`config.mk`:
```
export PLATFORM = sky130hd
export DESIGN_NAME = game_ctrl
export DESIGN_NICKNAME = d
export VERILOG_FILES = /design/src/rtl/game_ctrl.sv
export SDC_FILE = /design/constraint.sdc
export NUM_CORES = 1
export LEC_CHECK = 0
export ABC_AREA = 1
export CAP_MARGIN = 20
export CORE_MARGIN = 2
export CORE_UTILIZATION = 65
export CTS_BUF_LIST = sky130_fd_sc_hd__clkbuf_8
export CTS_CLUSTER_DIAMETER = 60
export DETAILED_ROUTE_END_ITERATION = 10
export DONT_BUFFER_PORTS = 1
export HOLD_SLACK_MARGIN = 0.08
export PLACE_DENSITY = 0.81
export RECOVER_POWER = 100
export SYNTH_ARGS = -nofsm -noshare
export SYNTH_HDL_FRONTEND = slang
export SYNTH_SLANG_ARGS = --single-unit
```
`constraint.sdc`:
```
create_clock -name clock -period 2.3 [get_ports clock]
set_clock_uncertainty 0.2 [all_clocks]
set_input_delay 0.69 -clock clock [delete_from_list [all_inputs] [get_ports clock]]
set_output_delay 0.69 -clock clock [all_outputs]
set_load 0.01 [all_outputs]
```
`src/rtl/game_ctrl.sv`:
```
// Breakout game sequencer: state machine, frame tick, lives, score and brick alive mask.
// Latency: a brick kill lands one cycle after its frame_tick cycle; state and outputs change on the edge after the qualifying inputs.
// Backpressure: none. hit_req is only looked at on frame_tick cycles in PLAY; at most one brick dies per frame.
// Ports: clock/reset (sync, active-high); start, ball_lost, hit_req[N] in;
//        alive[N], kill[N], frame_tick, ball_run, ball_reset, score[7], lives[2], state[3] out.
module game_ctrl #(
  parameter int N_BLOCKS     = 10,
  parameter int LIVES        = 3,
  parameter int TICK_DIV     = 416667,
  parameter int SERVE_FRAMES = 60
) (
  input  logic                clock,
  input  logic                reset,
  input  logic                start,
  input  logic                ball_lost,
  input  logic [N_BLOCKS-1:0] hit_req,
  output logic [N_BLOCKS-1:0] alive,
  output logic [N_BLOCKS-1:0] kill,
  output logic                frame_tick,
  output logic                ball_run,
  output logic                ball_reset,
  output logic [6:0]          score,
  output logic [1:0]          lives,
  output logic [2:0]          state
);

  localparam int CNT_W = $clog2(TICK_DIV);

  typedef enum logic [2:0] {
    S_IDLE  = 3'd0,
    S_SERVE = 3'd1,
    S_PLAY  = 3'd2,
    S_WIN   = 3'd3,
    S_OVER  = 3'd4
  } state_t;

  state_t              state_q;
  state_t              state_d;
  logic [CNT_W-1:0]    frame_cnt;
  logic [7:0]          serve_cnt;

  logic                tick_play;
  logic [N_BLOCKS-1:0] elig;
  logic [N_BLOCKS-1:0] win_bit;
  logic [N_BLOCKS-1:0] alive_after;
  logic                won;
  logic                lost;
  logic                new_game;
  logic                serve_last;

  // Arbitration and event qualification shared by the FSM and the datapath.
  always_comb begin
    tick_play   = frame_tick && (state_q == S_PLAY);
    elig        = tick_play ? (hit_req & alive) : '0;
    // Isolate the lowest set bit: the lowest-index eligible brick wins.
    win_bit     = elig & (~elig + N_BLOCKS'(1));
    alive_after = alive & ~win_bit;
    // Clearing the final brick wins the game, even if the ball is lost in the same cycle.
    won         = (|win_bit) && (alive_after == '0);
    lost        = (state_q == S_PLAY) && ball_lost && !won;
    new_game    = (state_q == S_IDLE) && start;
    serve_last  = frame_tick && (serve_cnt == 8'(SERVE_FRAMES - 1));
  end

  // State register.
  always_ff @(posedge clock) begin
    if (reset) state_q <= S_IDLE;
    else       state_q <= state_d;
  end

  // Next-state logic.
  always_comb begin
    state_d = state_q;
    case (state_q)
      S_IDLE:  if (start) state_d = S_SERVE;
      S_SERVE: if (serve_last) state_d = S_PLAY;
      S_PLAY: begin
        if (won)       state_d = S_WIN;
        else if (lost) state_d = (lives == 2'd1) ? S_OVER : S_SERVE;
      end
      S_WIN, S_OVER: if (!start) state_d = S_IDLE;
      default: state_d = S_IDLE;
    endcase
  end

  // Outputs decoded from the state register, so they switch with the state.
  always_comb begin
    ball_run   = (state_q == S_PLAY);
    ball_reset = (state_q == S_IDLE) || (state_q == S_SERVE);
    state      = state_q;
  end

  // Frame counter runs in every state.
  always_ff @(posedge clock) begin
    if (reset) begin
      frame_cnt  <= '0;
      frame_tick <= 1'b0;
    end else begin
      frame_tick <= (frame_cnt == CNT_W'(TICK_DIV - 1));
      if (frame_cnt == CNT_W'(TICK_DIV - 1)) frame_cnt <= '0;
      else                                   frame_cnt <= frame_cnt + CNT_W'(1);
    end
  end

  // Game datapath: alive mask, kill pulse, score, lives, serve counter.
  always_ff @(posedge clock) begin
    if (reset) begin
      alive     <= '1;
      kill      <= '0;
      score     <= 7'd0;
      lives     <= 2'(LIVES);
      serve_cnt <= 8'd0;
    end else begin
      // win_bit is zero outside PLAY tick cycles, so kill is a single-cycle pulse.
      kill <= win_bit;

      if (new_game) alive <= '1;
      else          alive <= alive_after;

      if (new_game)                          score <= 7'd0;
      else if ((|win_bit) && score != 7'd99) score <= score + 7'd1;

      if (new_game)  lives <= 2'(LIVES);
      else if (lost) lives <= lives - 2'd1;

      // Restart serve timing on every entry into SERVE.
      if (new_game || (lost && lives != 2'd1))
        serve_cnt <= 8'd0;
      else if (state_q == S_SERVE && frame_tick && !serve_last)
        serve_cnt <= serve_cnt + 8'd1;
    end
  end

endmodule

```
Word level (Yosys, flattened, before mapping)
Cells that the tools add are included.

word-level totals
  bits in latches = 0
  memories = 0
  memory bits (read-only) = 0
  RAM bits = 0
  logic and storage cells = 61
  output and inout port bits = 35
  bits in registers = 60
  input port bits = 14

cells by class
  bitwise operators = 5
  div/mod/pow operators = 0
  muxes and demuxes = 8
  $mul = 0
  magnitude comparators = 0
  shift operators = 0
  reduce and logical (&&, ||, !) cells = 22
  $add $sub $neg = 5
  eq/ne operators = 13

operators by type and width
  operator                                                               number
  10-bit bitwise AND                                                     3
  10-bit inverter                                                        2
  19-bit by 1-bit adder with 19-bit output, second input constant        1
  19-bit equality test, second input constant                            1
  3-bit 2-to-1 mux                                                       6
  3-bit case mux with 4 select lines                                     1
  10-bit by 1-bit adder with 10-bit output, second input constant        1
  1-bit logical AND                                                      10
  10-bit zero test                                                       1
  10-bit 2-to-1 mux                                                      1
  10-bit OR reduction                                                    1
  8-bit by 1-bit adder with 8-bit output, second input constant          1
  8-bit by 6-bit equality test with 1-bit output, second input constant  1
  2-bit OR reduction                                                     4
  7-bit by 1-bit adder with 7-bit output, second input constant          1
  7-bit != test, second input constant                                   1
  3-bit by 2-bit equality test with 1-bit output, second input constant  2
  2-bit != test, second input constant                                   3
  4-bit AND reduction                                                    1
  3-bit by 1-bit equality test with 1-bit output, second input constant  1
  3-bit equality test, second input constant                             1
  3-bit zero test                                                        1
  3-bit by 1-bit != test with 1-bit output, second input constant        1
  2-bit by 1-bit equality test with 1-bit output, second input constant  1
  other kinds (4)                                                        6

Depth between registers and ports, before layout
Gate-level depths: netlist of run 1.

  depth in word-level cells = 15
  gate-level depth with buffers = 15
  gate-level depth less buffers = 15

Worst setup path before layout of run 1
No wires, ideal clock.

  path kind = input -> register
  start point = in hit_req[1]
  end point = reg state_q[2] (netlist: state[2])
  library setup time = 0.128 ns
  data required time = 1.972 ns
  arrival time = 1.881 ns
  buffers on the path = 0
  path slack = 0.092 ns
  stages on the path = 12
  cell sequence = nand2_1 a21oi_2 nor2_2 nand2_1 nor2_1 nor2_2 nor2_2 nand3_4 a21oi_2 nand2_1 nand2_1 nor2_1

between the ends
  word-level cells in the longest chain between the ends = 13
  elaborated cells on any way between the ends = 16
  classes of those cells = 1 x add/sub; 1 x eq/ne; 3 x mux; 5 x bitwise; 6 x reduce/logical

RTL lines
  what                                                line  RTL
  start: declaration                                  16    input logic [N_BLOCKS-1:0] hit_req,
  10-bit bitwise AND *                                54    elig = tick_play ? (hit_req & alive) : '0;
  10-bit 2-to-1 mux *                                 54
  10-bit inverter                                     56    win_bit = elig & (~elig + N_BLOCKS'(1));
  10-bit by 1-bit adder with 10-bit output            56
  10-bit bitwise AND *                                56
  10-bit inverter                                     57    alive_after = alive & ~win_bit;
  10-bit bitwise AND                                  57
  10-bit zero test                                    59    won = (|win_bit) && (alive_after == '0);
  1-bit logical AND *                                 59
  1-bit zero test                                     60    lost = (state_q == S_PLAY) && ball_lost && !won;
  1-bit logical AND                                   60
  3-bit by 1-bit != test with 1-bit output (no line)  -
  4-bit AND reduction (no line)                       -
  end signal: assignment                              68    else state_q <= state_d;
  end: declaration                                    37    state_t state_q;

Mark *: on every way between the ends. The rest lies on a longest branch, timed or not.
A chain may end at the register's enable or synchronous reset.

Worst setup path after layout of run 1
  start point = reg alive[6]
  end point = reg serve_cnt[4]

between the ends
  word-level cells in the longest chain between the ends = 14
  elaborated cells on any way between the ends = 15
  classes of those cells = 1 x add/sub; 1 x mux; 5 x bitwise; 8 x reduce/logical

RTL lines
  what                                      line  RTL
  start: declaration                        17    output logic [N_BLOCKS-1:0] alive,
  start signal: assignment                  118   else alive <= alive_after;
  10-bit bitwise AND                        54
  10-bit 2-to-1 mux                         54
  10-bit inverter                           56
  10-bit by 1-bit adder with 10-bit output  56
  10-bit bitwise AND                        56
  10-bit inverter                           57
  10-bit bitwise AND                        57
  10-bit zero test                          59
  1-bit logical AND *                       59
  1-bit zero test *                         60
  1-bit logical AND *                       60
  1-bit logical AND *                       127   if (new_game || (lost && lives != 2'd1))
  1-bit logical OR *                        127
  2-bit OR reduction (no line) *            -
  end signal: assignment                    130   serve_cnt <= serve_cnt + 8'd1;
  end: declaration                          40    logic [7:0] serve_cnt;

Marked as above.

==> metrics, run 1 <==
status finished, final reports clean; sw power 784.3 uW; share of cells above drive strength 1 0.2393; first-pass GRT wire length 10.30 mm; Fin. Hold Viols 0; sequential fraction of the synthesis area 0.4344; final layout net count 436; hold path depth 1; Syn Area/Cell 7.296 um2; Post-Layout Cell Count 472; Routed Antenna Nets 0; flops & latches, synth 60; pwr dens 778.1 nW/um2; GR Util All Layers 0.2650; vias in the first global route 2426; post-layout min period 2.251 ns; clock slew at reported path FFs 0.07 ns; most frequent cells in the layout 66 x nand2_1, 54 x dfxtp_1, 51 x nor2_1, 49 x inv_1, 30 x buf_4; initial cell density of the core 0.6815; RR Endpoint serve_cnt[4]$_SDFFE_PP0P_; Largest stage delay, worst path 0.37 ns; Slew Limit Fails 0; Period Utilization, post-route 0.9788; Slew headroom 0.7317; H-tree Lvls 3; Detailed Routing Iterations Pass 1 8; CP bufs+invs 1; fin area 3446 um2; R2R Path Start alive[6]$_SDFF_PP1_; worst-case reg-to-reg path depth 9; Comb pwr share 0.189; commonest non-fill, non-tap cell in the layout nand2_1; Net Sw Frac 0.2925; Crit-path slowest cell dfxtp_1; Ports 49; clock share of power 0.400; crit end category register; Layout fillers 233; critical path class register to register; crit-path most repeated cell nand3_4; die width 69.23 um; Avg Vias per Cell 5.663; critical-path cell list nand2_1 > inv_1 > o21ai_0 > and3_1 > nand3_2 > nand3_4 > nand3_4 > o21ai_4 > nor2_1; CTS tree done; Die ar. 4792 um2; Pint 1897 uW; crit-path max FO 8; die height 69.23 um; Ant. Diodes 0; top sig layer met4; Clock Path Buffers 2; Final HPWL DP 4.253 mm; Met2 Routed Length 3.326 mm; r2r setup slk 0.05 ns; Post-DP Area 2955 um2; RD Place Congestion 0.8927; family with the most delay on the worst path simple AND/OR/NAND/NOR gates; initial antenna violation count 0; WL per Instance 14.50 um; synthesized area 2765 um2; Cell variety after synth 31; Sink Count 60; worst slew pin tran 0.4020 ns; Reg power frac 0.411; final cell utilization of the core 0.8492; DRT iter0 DRCs 231; Num CTS Buffers 9; YS warnings 0; crit path DAT 2.28 ns; aggregate global routing overflow 0; Syn Nets 398; Critical Path RT 2.33 ns; Area growth syn-to-layout 24.62%; worst skew pair latency 0.34 ns; hold path start reset; M1 WL 2.801 mm; Cells after Synth 379; RSZ-0062 raised after global routing true; max-cap violations 0; crit path launch alive[6]$_SDFF_PP1_; core area 4058 um2; sink of the worst hold path kill[0]$_SDFF_PP0_; Inst Count DP 445; vias 2673; CP startpoint kind register; number of port buffers 0; post-detailed-routing wire length 6.846 mm; pin count of the biggest net entering global routing 16; Pwr Total 2681 uW; post-route DRC violation count 0; worst min path class input port to register; Final setup viols 0; num rows 23; met3 WL 523 um; final hold slack 0.2039 ns; leak pwr 0.001424 uW; worst-case vdd ir drop 456.1 uV; clock root buffer master clkbuf_8; f_max 444.2 MHz
[stage by stage]
step                setup TNS, ns  setup WS (ns)
CTS                             0        0.01963
global route               -1.034        -0.1016
global placement         -0.03826       -0.02237
finish                          0        0.04887
floorplan                       0        0.09166
detailed placement        -0.7204       -0.07436
[registers in the layout (all words and copies together) (netlist names)]
name and flops:
serve_cnt 8, alive 10, kill 10, lives 2
frame_tick 1, score 7, state 3, frame_cnt 19
[synthesized netlist by cell type]
library cell  instances  share of area
nor3b_1               1         0.0027
ha_1                  5          0.023
nor2_4                1         0.0041
and3_1                2         0.0045
a31oi_1               1         0.0023
clkbuf_1              3         0.0041
a21oi_2               2         0.0063
buf_6                 1         0.0041
nand4_1               9          0.020
and2_1                1         0.0023
nand3_4               1         0.0063
nor4_1                3         0.0068
inv_2                 2         0.0027
nand2_1              76           0.10
o21ai_4               1         0.0059
nor2_2                7          0.016
nor3_1               13          0.024
nor3_2                3          0.011
a21oi_1              23          0.042
nor2_1               57          0.077
xor2_1                9          0.029
o21ai_0              16          0.029
or2_2                 2         0.0045
dfxtp_1              60           0.43
nand3_2               4          0.014
mux2i_1               1         0.0036
inv_1                49          0.067
o21a_1                2         0.0054
o21ai_1               1         0.0018
xnor2_1               2         0.0063
nand3_1              21          0.038
[worst reg2reg max path: stages (launching register included)]
cell and delay, ns:
dfxtp_1 0.37, nand2_1 0.20, inv_1 0.13, o21ai_0 0.32
and3_1 0.25, nand3_2 0.11, nand3_4 0.13, nand3_4 0.11
o21ai_4 0.25, nor2_1 0.07
[cell type report]
cell class | instances | area (um2) | share of cell area
inverters | 51 | 196.4 | 0.05701
clock buffers | 10 | 137.6 | 0.03994
flip-flops and latches | 60 | 1211 | 0.3515
clock inverters | 6 | 87.58 | 0.02542
multi-input cells | 264 | 1514 | 0.4394
well taps | 50 | 62.56 | 0.01816
repair buffers | 31 | 236.5 | 0.06863
[cells by family (layout without fill, tap and decap cells)]
group                      count (synthesis)  in the layout  synth area share
AOI/OAI and AO/OA                         46             46           0.09231
xor gates and xnor gates                  11             11           0.03484
adders and majority gates                  5              5           0.02262
buffers and inverters                     55             98           0.07738
DFF                                       60             60            0.4344
muxes                                      1              1          0.003620
and+or+nand+nor                          201            201            0.3348
[worst max-delay path by stage]
stage / endpoint / slack [ns] / cells after the start
floorplan: state[2]$_SDFFE_PP0P_ / 0.09 / 12
global placement: state[0]$_SDFFE_PP0P_ / -0.02 / 12
detailed placement: serve_cnt[6]$_SDFFE_PP0P_ / -0.07 / 9
CTS: frame_cnt[16]$_SDFF_PP0_ / 0.02 / 14
global route: frame_cnt[18]$_SDFF_PP0_ / -0.10 / 15
finish: serve_cnt[4]$_SDFFE_PP0P_ / 0.05 / 9
[routing by layer]
layer / vias up / track usage
met2: 134 / 0.4338
met5: - / 0
met1: 1214 / 0.3178
li1: 1300 / -
met3: 25 / 0.09012
met4: 0 / 0.1111
[power groups by stage]
stage / Sequential [uW] / Combinational (uW) / Clock, uW
floorplan: 1140 / 275 / 0
finish: 1100 / 506 / 1070
global route: 1100 / 556 / 1130
global placement: 1120 / 420 / 0
CTS: 1100 / 443 / 1070
detailed placement: 1120 / 432 / 0
[timing repair]
action | in CTS | in global routing
pin swaps | 1 | 14
setup endpoints to repair | 9 | 21
gates cloned | 0 | 0
buffers inserted | 0 | 11
endpoints found under the hold margin | 0 | 0
hold buffers | 0 | 0
resized for setup | 3 | 44
No activity file was read; power rests on OpenSTA's default activity.
==> inputs of run 2 (changes only) <==
ABC_AREA = default   (was 1)
CORE_MARGIN = default   (was 2)
==> run 2 against run 1 <==
Against the previous run: die area decreased by 7.9%; hold slack improved by 0.025 ns; routed wire length decreased by 7.1%; sequential cell count unchanged; synthesized area decreased by 2.4%; synthesized cell count decreased by 20%; via count decreased by 10%; final area decreased by 7.0%; non-clock buffer count increased by 4; utilization decreased by 4.8 points; critical path depth decreased by 1; critical path type is now input port to register; largest cell class unchanged.
==> metrics, run 2 <==
hold path start reset; Syn Area/Cell 8.903 um2 (+22%); commonest non-fill, non-tap cell in the layout dfxtp_1; aggregate global routing overflow 0 (unchanged); worst min path class input port to register; Top FF cell, synth dfxtp_1; max-cap violations 0 (unchanged); clock root buffer master clkbuf_8; num rows 23 (unchanged); Period Utilization, post-route 0.9976 (+0.01888); CTS tree done; Fin. Hold Viols 0 (unchanged); GR Util All Layers 0.2976 (+0.03259); Slew Limit Fails 0 (unchanged); first-pass GRT wire length 9.653 mm (-6.3%); biggest regs frame_cnt (19), alive (10), kill (10); Slew headroom 0.6439 (-0.08786); flops & latches, synth 60 (unchanged); CP startpoint kind input port; number of port buffers 0 (unchanged); die height 66.42 um (-4.1%); most common cell in the netlist dfxtp_1; die width 66.42 um (-4.1%); most frequent cells in the layout 60 x dfxtp_1, 39 x nor2_1, 38 x nand2_1, 27 x buf_4; fin area 3203 um2 (-7.0%); WL per Instance 16.15 um (+11%); crit end category register; Post-synth top cells 60 x dfxtp_1, 40 x nor2_1, 38 x nand2_1; Largest stage delay, worst path 0.35 ns (-0.02 ns); EDFF count, synth 0 (unchanged); synthesized area 2698 um2 (-2.4%); Cells after Synth 303 (-20%); final hold slack 0.2284 ns (+0.02452 ns); vias 2396 (-10%); Routed Antenna Nets 0 (unchanged); area share of the largest cell type after synthesis 0.4453 (+0.01088); Synth area leaders dfxtp_1 45%, nor2_1 5.6%, nand2_1 5.3%; leak pwr 0.001228 uW (-14%); Critical Path RT 2.34 ns (about the same); H-tree Lvls 3 (unchanged); share of cells above drive strength 1 0.1686 (-0.07073); r2r setup slk 0.04 ns (about the same); post-detailed-routing wire length 6.363 mm (-7.1%); post-route DRC violation count 0 (unchanged); f_max 435.8 MHz (-1.9%); worst-case reg-to-reg path depth 8 (-1); Largest register FFs 19 (unchanged); Crit-path slowest cell a222oi_1; family with the most delay on the worst path compound AO/OA/AOI/OAI gates; Final HPWL DP 4.193 mm (-1.4%); post-layout min period 2.295 ns (+0.04341 ns); Biggest register frame_cnt; Num CTS Buffers 9 (unchanged); Final setup viols 0 (unchanged); CTS Hold Bufs 0 (unchanged); hold path depth 1 (unchanged); worst skew pair latency 0.33 ns (about the same); Cell variety after synth 49 (+58%); YS warnings 0 (unchanged); final cell utilization of the core 0.8008 (-0.04846); initial cell density of the core 0.6744 (-0.007085); Pwr Total 2044 uW (-24%); RR Endpoint serve_cnt[2]$_SDFFE_PP0P_; DRT iter0 DRCs 158 (-32%); critical-path cell list a222oi_1 > buf_4 > nand4_4 > nor4b_4 > o32a_4 > a211oi_4 > buf_6 > nor4_4; worst-case vdd ir drop 456.9 uV (+0.17%); sink of the worst hold path frame_tick$_SDFF_PP0_; Detailed Routing Iterations Pass 1 4 (-4); crit-path max FO 8 (unchanged); final layout net count 360 (-17%); worst slew pin tran 0.5342 ns (+0.1322 ns); Clock Path Buffers 2 (unchanged); RD Place Congestion 0.8144 (-8.8%); core area 4000 um2 (-1.4%); most area-hungry cell type in the Yosys netlist dfxtp_1; Ant. Diodes 0 (unchanged); Syn Nets 322 (-19%); vias in the first global route 2171 (-11%); CP bufs+invs 2 (+1); Ports 49 (unchanged); R2R Path Start alive[2]$_SDFF_PP1_; RSZ-0062 raised after global routing true; pwr dens 638.0 nW/um2 (-18%); Die ar. 4412 um2 (-7.9%); initial antenna violation count 0 (unchanged); critical path class input port to register; Avg Vias per Cell 6.081 (+7.4%); clock slew at reported path FFs 0.06 ns (about the same); slack of the critical path 0.005455 ns (-0.04341 ns); pin count of the biggest net entering global routing 21 (+5); worst slack, placed -0.3501 ns (-0.2757 ns); crit path DAT 2.34 ns (+0.06 ns); sequential fraction of the synthesis area 0.4453 (+0.01088); status finished, final reports clean; Sink Count 60 (unchanged); post-synthesis async set-or-reset flop share 0 (unchanged); Post-DP Area 2973 um2 (+0.59%); Area growth syn-to-layout 18.74%
run 2: cell type report:
class                      count  area (um2)
clock inverter                 2       10.01
inverter                       6       22.52
clock buffer                  12       165.2
multi-input combinational    229        1501
fill                         281       797.0
sequential                    60        1201
timing repair buffer          35       240.2
tap                           50       62.56
run 2: timing repair:
| item | 4_1_cts | 5_1_grt |
|---|---|---|
| setup endpoints to repair | 2 | 9 |
| pin swaps | 3 | 5 |
| buffers inserted | 0 | 3 |
| resized for setup | 2 | 7 |
| gates cloned | 0 | 0 |
run 2: logic make-up after synthesis:
family / count (synthesis) / synth area share
and+or+nand+nor: 161 / 0.3145
muxes: 4 / 0.01484
xor gates and xnor gates: 28 / 0.09091
adders and majority gates: 5 / 0.02319
AOI/OAI and AO/OA: 31 / 0.09091
buffers and inverters: 14 / 0.02040
DFF: 60 / 0.4453
run 2: worst max path at each step:
stage                     slack [ns]                         to                start  depth (start not counted)
after floorplan                -0.27      state[2]$_SDFFE_PP0P_           hit_req[2]                          6
after global placement         -0.22  serve_cnt[7]$_SDFFE_PP0P_           hit_req[2]                          8
after detailed placement       -0.35  serve_cnt[2]$_SDFFE_PP0P_           hit_req[2]                          8
after CTS                      0.008  serve_cnt[2]$_SDFFE_PP0P_  alive[2]$_SDFF_PP1_                          8
after global routing           -0.04  serve_cnt[2]$_SDFFE_PP0P_  alive[2]$_SDFF_PP1_                          8
final                          0.005  serve_cnt[2]$_SDFFE_PP0P_           hit_req[2]                          8
run 2: worst reg2reg max path, cell delays in order (launching register included):
cell and delay [ns]:
dfxtp_1 0.32, a222oi_1 0.35, buf_4 0.20, nand4_4 0.11, nor4b_4 0.27, o32a_4 0.25
a211oi_4 0.07, buf_6 0.14, nor4_4 0.25
run 2: metal layers:
| layer | global-route usage | routed length [um] | up-vias |
|---|---|---|---|
| li1 | - | - | 1154 |
| met1 | 0.3602 | 2688 | 1122 |
| met2 | 0.4707 | 3059 | 101 |
| met3 | 0.09655 | 433 | 19 |
| met4 | 0.1489 | 182 | 0 |
| met5 | 0 | 0 | - |
run 2: power by group:
part | internal (uW) | leakage, uW | total [uW] | switching, uW
clock network | 463 | 0.0000941 | 849 | 386
logic | 53.1 | 0.000650 | 137 | 84.0
registers | 1050 | 0.000485 | 1060 | 8.36
run 2: metrics by stage:
step                setup TNS (ns)  std cells
global route               -0.1278        394
floorplan                   -2.903        303
detailed placement          -3.764        377
finish                           0        394
global placement            -2.273        377
CTS                              0        391
==> inputs of run 3 (changes only) <==
CORE_UTILIZATION = 67   (was 65)
PLACE_DENSITY = 0.83   (was 0.81)
clock period = 2.7 ns   (was 2.3 ns; I/O delays follow)
==> run 3 against run 2 <==
Against the previous run: critical path depth stayed put; total power decreased by 4.8%; critical endpoint unchanged; final area is 4.5% lower; sequential cell count unchanged; register-to-register slack better by 0.22 ns; global-route usage is 0.59 points higher; largest cell class unchanged.
==> metrics, run 3 (synthesis gave the netlist of run 2 again) <==
status finished, final reports clean; fin area 3058 um2 (-4.5%); clock share of power 0.486 (+0.070); num rows 22 (-4.3%); Detailed Routing Iterations Pass 1 4 (unchanged); worst-case reg-to-reg path depth 7 (-1); Post-DP Area 2873 um2 (-3.4%); critical path class input port to register; most frequent cells in the layout 60 x dfxtp_1, 40 x nor2_1, 38 x nand2_1, 15 x nand3_1, 15 x xor2_1; Global Route met2 Usage 0.5168 (+0.04609); worst skew pair latency 0.34 ns (about the same); first-pass GRT wire length 9.653 mm (unchanged); Net Sw Frac 0.2135 (-0.02051); share of cells above drive strength 1 0.1121 (-0.05648); RD Place Congestion 0.8648 (+6.2%); Final setup viols 0 (unchanged); Biggest register frame_cnt; commonest non-fill, non-tap cell in the layout dfxtp_1; aggregate global routing overflow 0 (unchanged); Routed Antenna Nets 0 (unchanged); Ant. Diodes 0 (unchanged); leak pwr 0.001170 uW (-4.8%); Avg Vias per Cell 5.987 (-1.6%); post-CTS setup repair buffer count 0 (unchanged); core area 3771 um2 (-5.7%); Clock Path Buffers 2 (unchanged); biggest regs frame_cnt (19), alive (10), kill (10); die width 65.45 um (-1.5%); clock slew at reported path FFs 0.07 ns (about the same); Final HPWL DP 3.972 mm (-5.3%); vias 2263 (-5.6%); GR Util All Layers 0.3035 (+0.005919); setup_tns 0 ns (unchanged); Area growth syn-to-layout 13.36%; Critical Path RT 2.74 ns (+0.40 ns); r2r setup slk 0.26 ns (+0.22 ns); crit end category register; crit path DAT 2.51 ns (+0.17 ns); RR Endpoint serve_cnt[2]$_SDFFE_PP0P_; worst slew pin tran 0.7139 ns (+0.1798 ns); Reg power frac 0.463 (-0.054); Ports 49 (unchanged); Sink Count 60 (unchanged); max-cap violations 0 (unchanged); vias in the first global route 2181 (+0.46%); worst-case vdd ir drop 640.8 uV (+40%); final layout net count 344 (-4.4%); met3 GRT Util 0.08507 (-0.01148); initial antenna violation count 0 (unchanged); CTS tree done; Fin. Hold Viols 0 (unchanged); number of port buffers 0 (unchanged); H-tree Lvls 3 (unchanged); RSZ-0062 raised after global routing false; Pint 1530 uW (-2.2%); sw power 415.5 uW (-13%); Die ar. 4284 um2 (-2.9%); Gates resized, CTS repair 0 (-2); pin count of the biggest net entering global routing 21 (unchanged); f_max 405.0 MHz; die height 65.45 um (-1.5%); grt peak-use layer met2; initial cell density of the core 0.7153 (+0.04095); pwr dens 636.3 nW/um2 (-0.27%); CTS Hold Bufs 0 (unchanged); post-layout min period 2.469 ns; DRT iter0 DRCs 197 (+25%); Slew headroom 0.5240 (-0.1198); Period Utilization, post-route 0.9144; worst min path class register to register; post-detailed-routing wire length 5.898 mm (-7.3%); Num CTS Buffers 9 (unchanged); Comb pwr share 0.051 (-0.016); WL per Instance 15.60 um (-3.4%); GR Util met1 0.3450 (-0.01520); Slew Limit Fails 0 (unchanged); clock root buffer master clkbuf_8; post-route DRC violation count 0 (unchanged); Setup crit end serve_cnt[2]$_SDFFE_PP0P_; CP startpoint kind input port; crit-path max FO 8 (unchanged); crit path launch hit_req[2]; R2R Path Start frame_tick$_SDFF_PP0_; Largest register FFs 19 (unchanged)
[run 3: layout make-up]
type / count / area (um2)
Clock buffer: 9 / 123.9
Tap cell: 48 / 60.06
Multi-Input combinational cell: 229 / 1428
Timing Repair Buffer: 19 / 115.1
Fill cell: 259 / 713.2
Sequential cell: 60 / 1201
Inverter: 6 / 22.52
Clock inverter: 7 / 107.6
[run 3: worst max-delay path: stages]
cell,delay (ns)
a222oi_1,0.34
buf_4,0.20
nand4_2,0.14
nor3b_1,0.26
o32a_2,0.21
a211oi_1,0.08
clkbuf_2,0.19
nor4_2,0.28
[run 3: worst min-delay path by stage]
stage                                        from                       to  cells after the start
after floorplan           frame_cnt[0]$_SDFF_PP0_  frame_cnt[0]$_SDFF_PP0_                      1
after global placement    frame_cnt[0]$_SDFF_PP0_  frame_cnt[0]$_SDFF_PP0_                      1
after detailed placement  frame_cnt[0]$_SDFF_PP0_  frame_cnt[0]$_SDFF_PP0_                      1
after CTS                 frame_cnt[0]$_SDFF_PP0_  frame_cnt[0]$_SDFF_PP0_                      1
after global routing                        reset    frame_tick$_SDFF_PP0_                      1
final                     frame_cnt[0]$_SDFF_PP0_  frame_cnt[0]$_SDFF_PP0_                      1
[run 3: power groups by stage]
stage	registers, uW	logic (uW)	clock network [uW]
2_1_floorplan	926	65.1	0
3_3_place_gp	919	102	0
3_5_place_dp	920	104	0
4_1_cts	900	107	949
5_1_grt	900	111	992
6_report	900	100	946
[run 3: through the flow]
step / power, uW / hold slack [ns] / util / setup WS (ns) / instances
5_1_grt: 2004 / 0.3227 / 0.8109 / 0.07030 / 378
6_report: 1946 / 0.3052 / 0.8109 / 0.2311 / 378
3_5_place_dp: 1024 / 0.2658 / 0.7618 / -0.06953 / 362
4_1_cts: 1955 / 0.3053 / 0.8232 / 0.2887 / 378
2_1_floorplan: 991.0 / 0.2300 / - / 0.01176 / 303
3_3_place_gp: 1021 / 0.2449 / 0.7618 / 0.03371 / 362
[run 3: routing by layer]
layer | part of all wire | vias to the layer above
met5 | 0 | -
met4 | 0.013 | 0
met3 | 0.064 | 7
met2 | 0.50 | 66
met1 | 0.42 | 1063
li1 | - | 1127
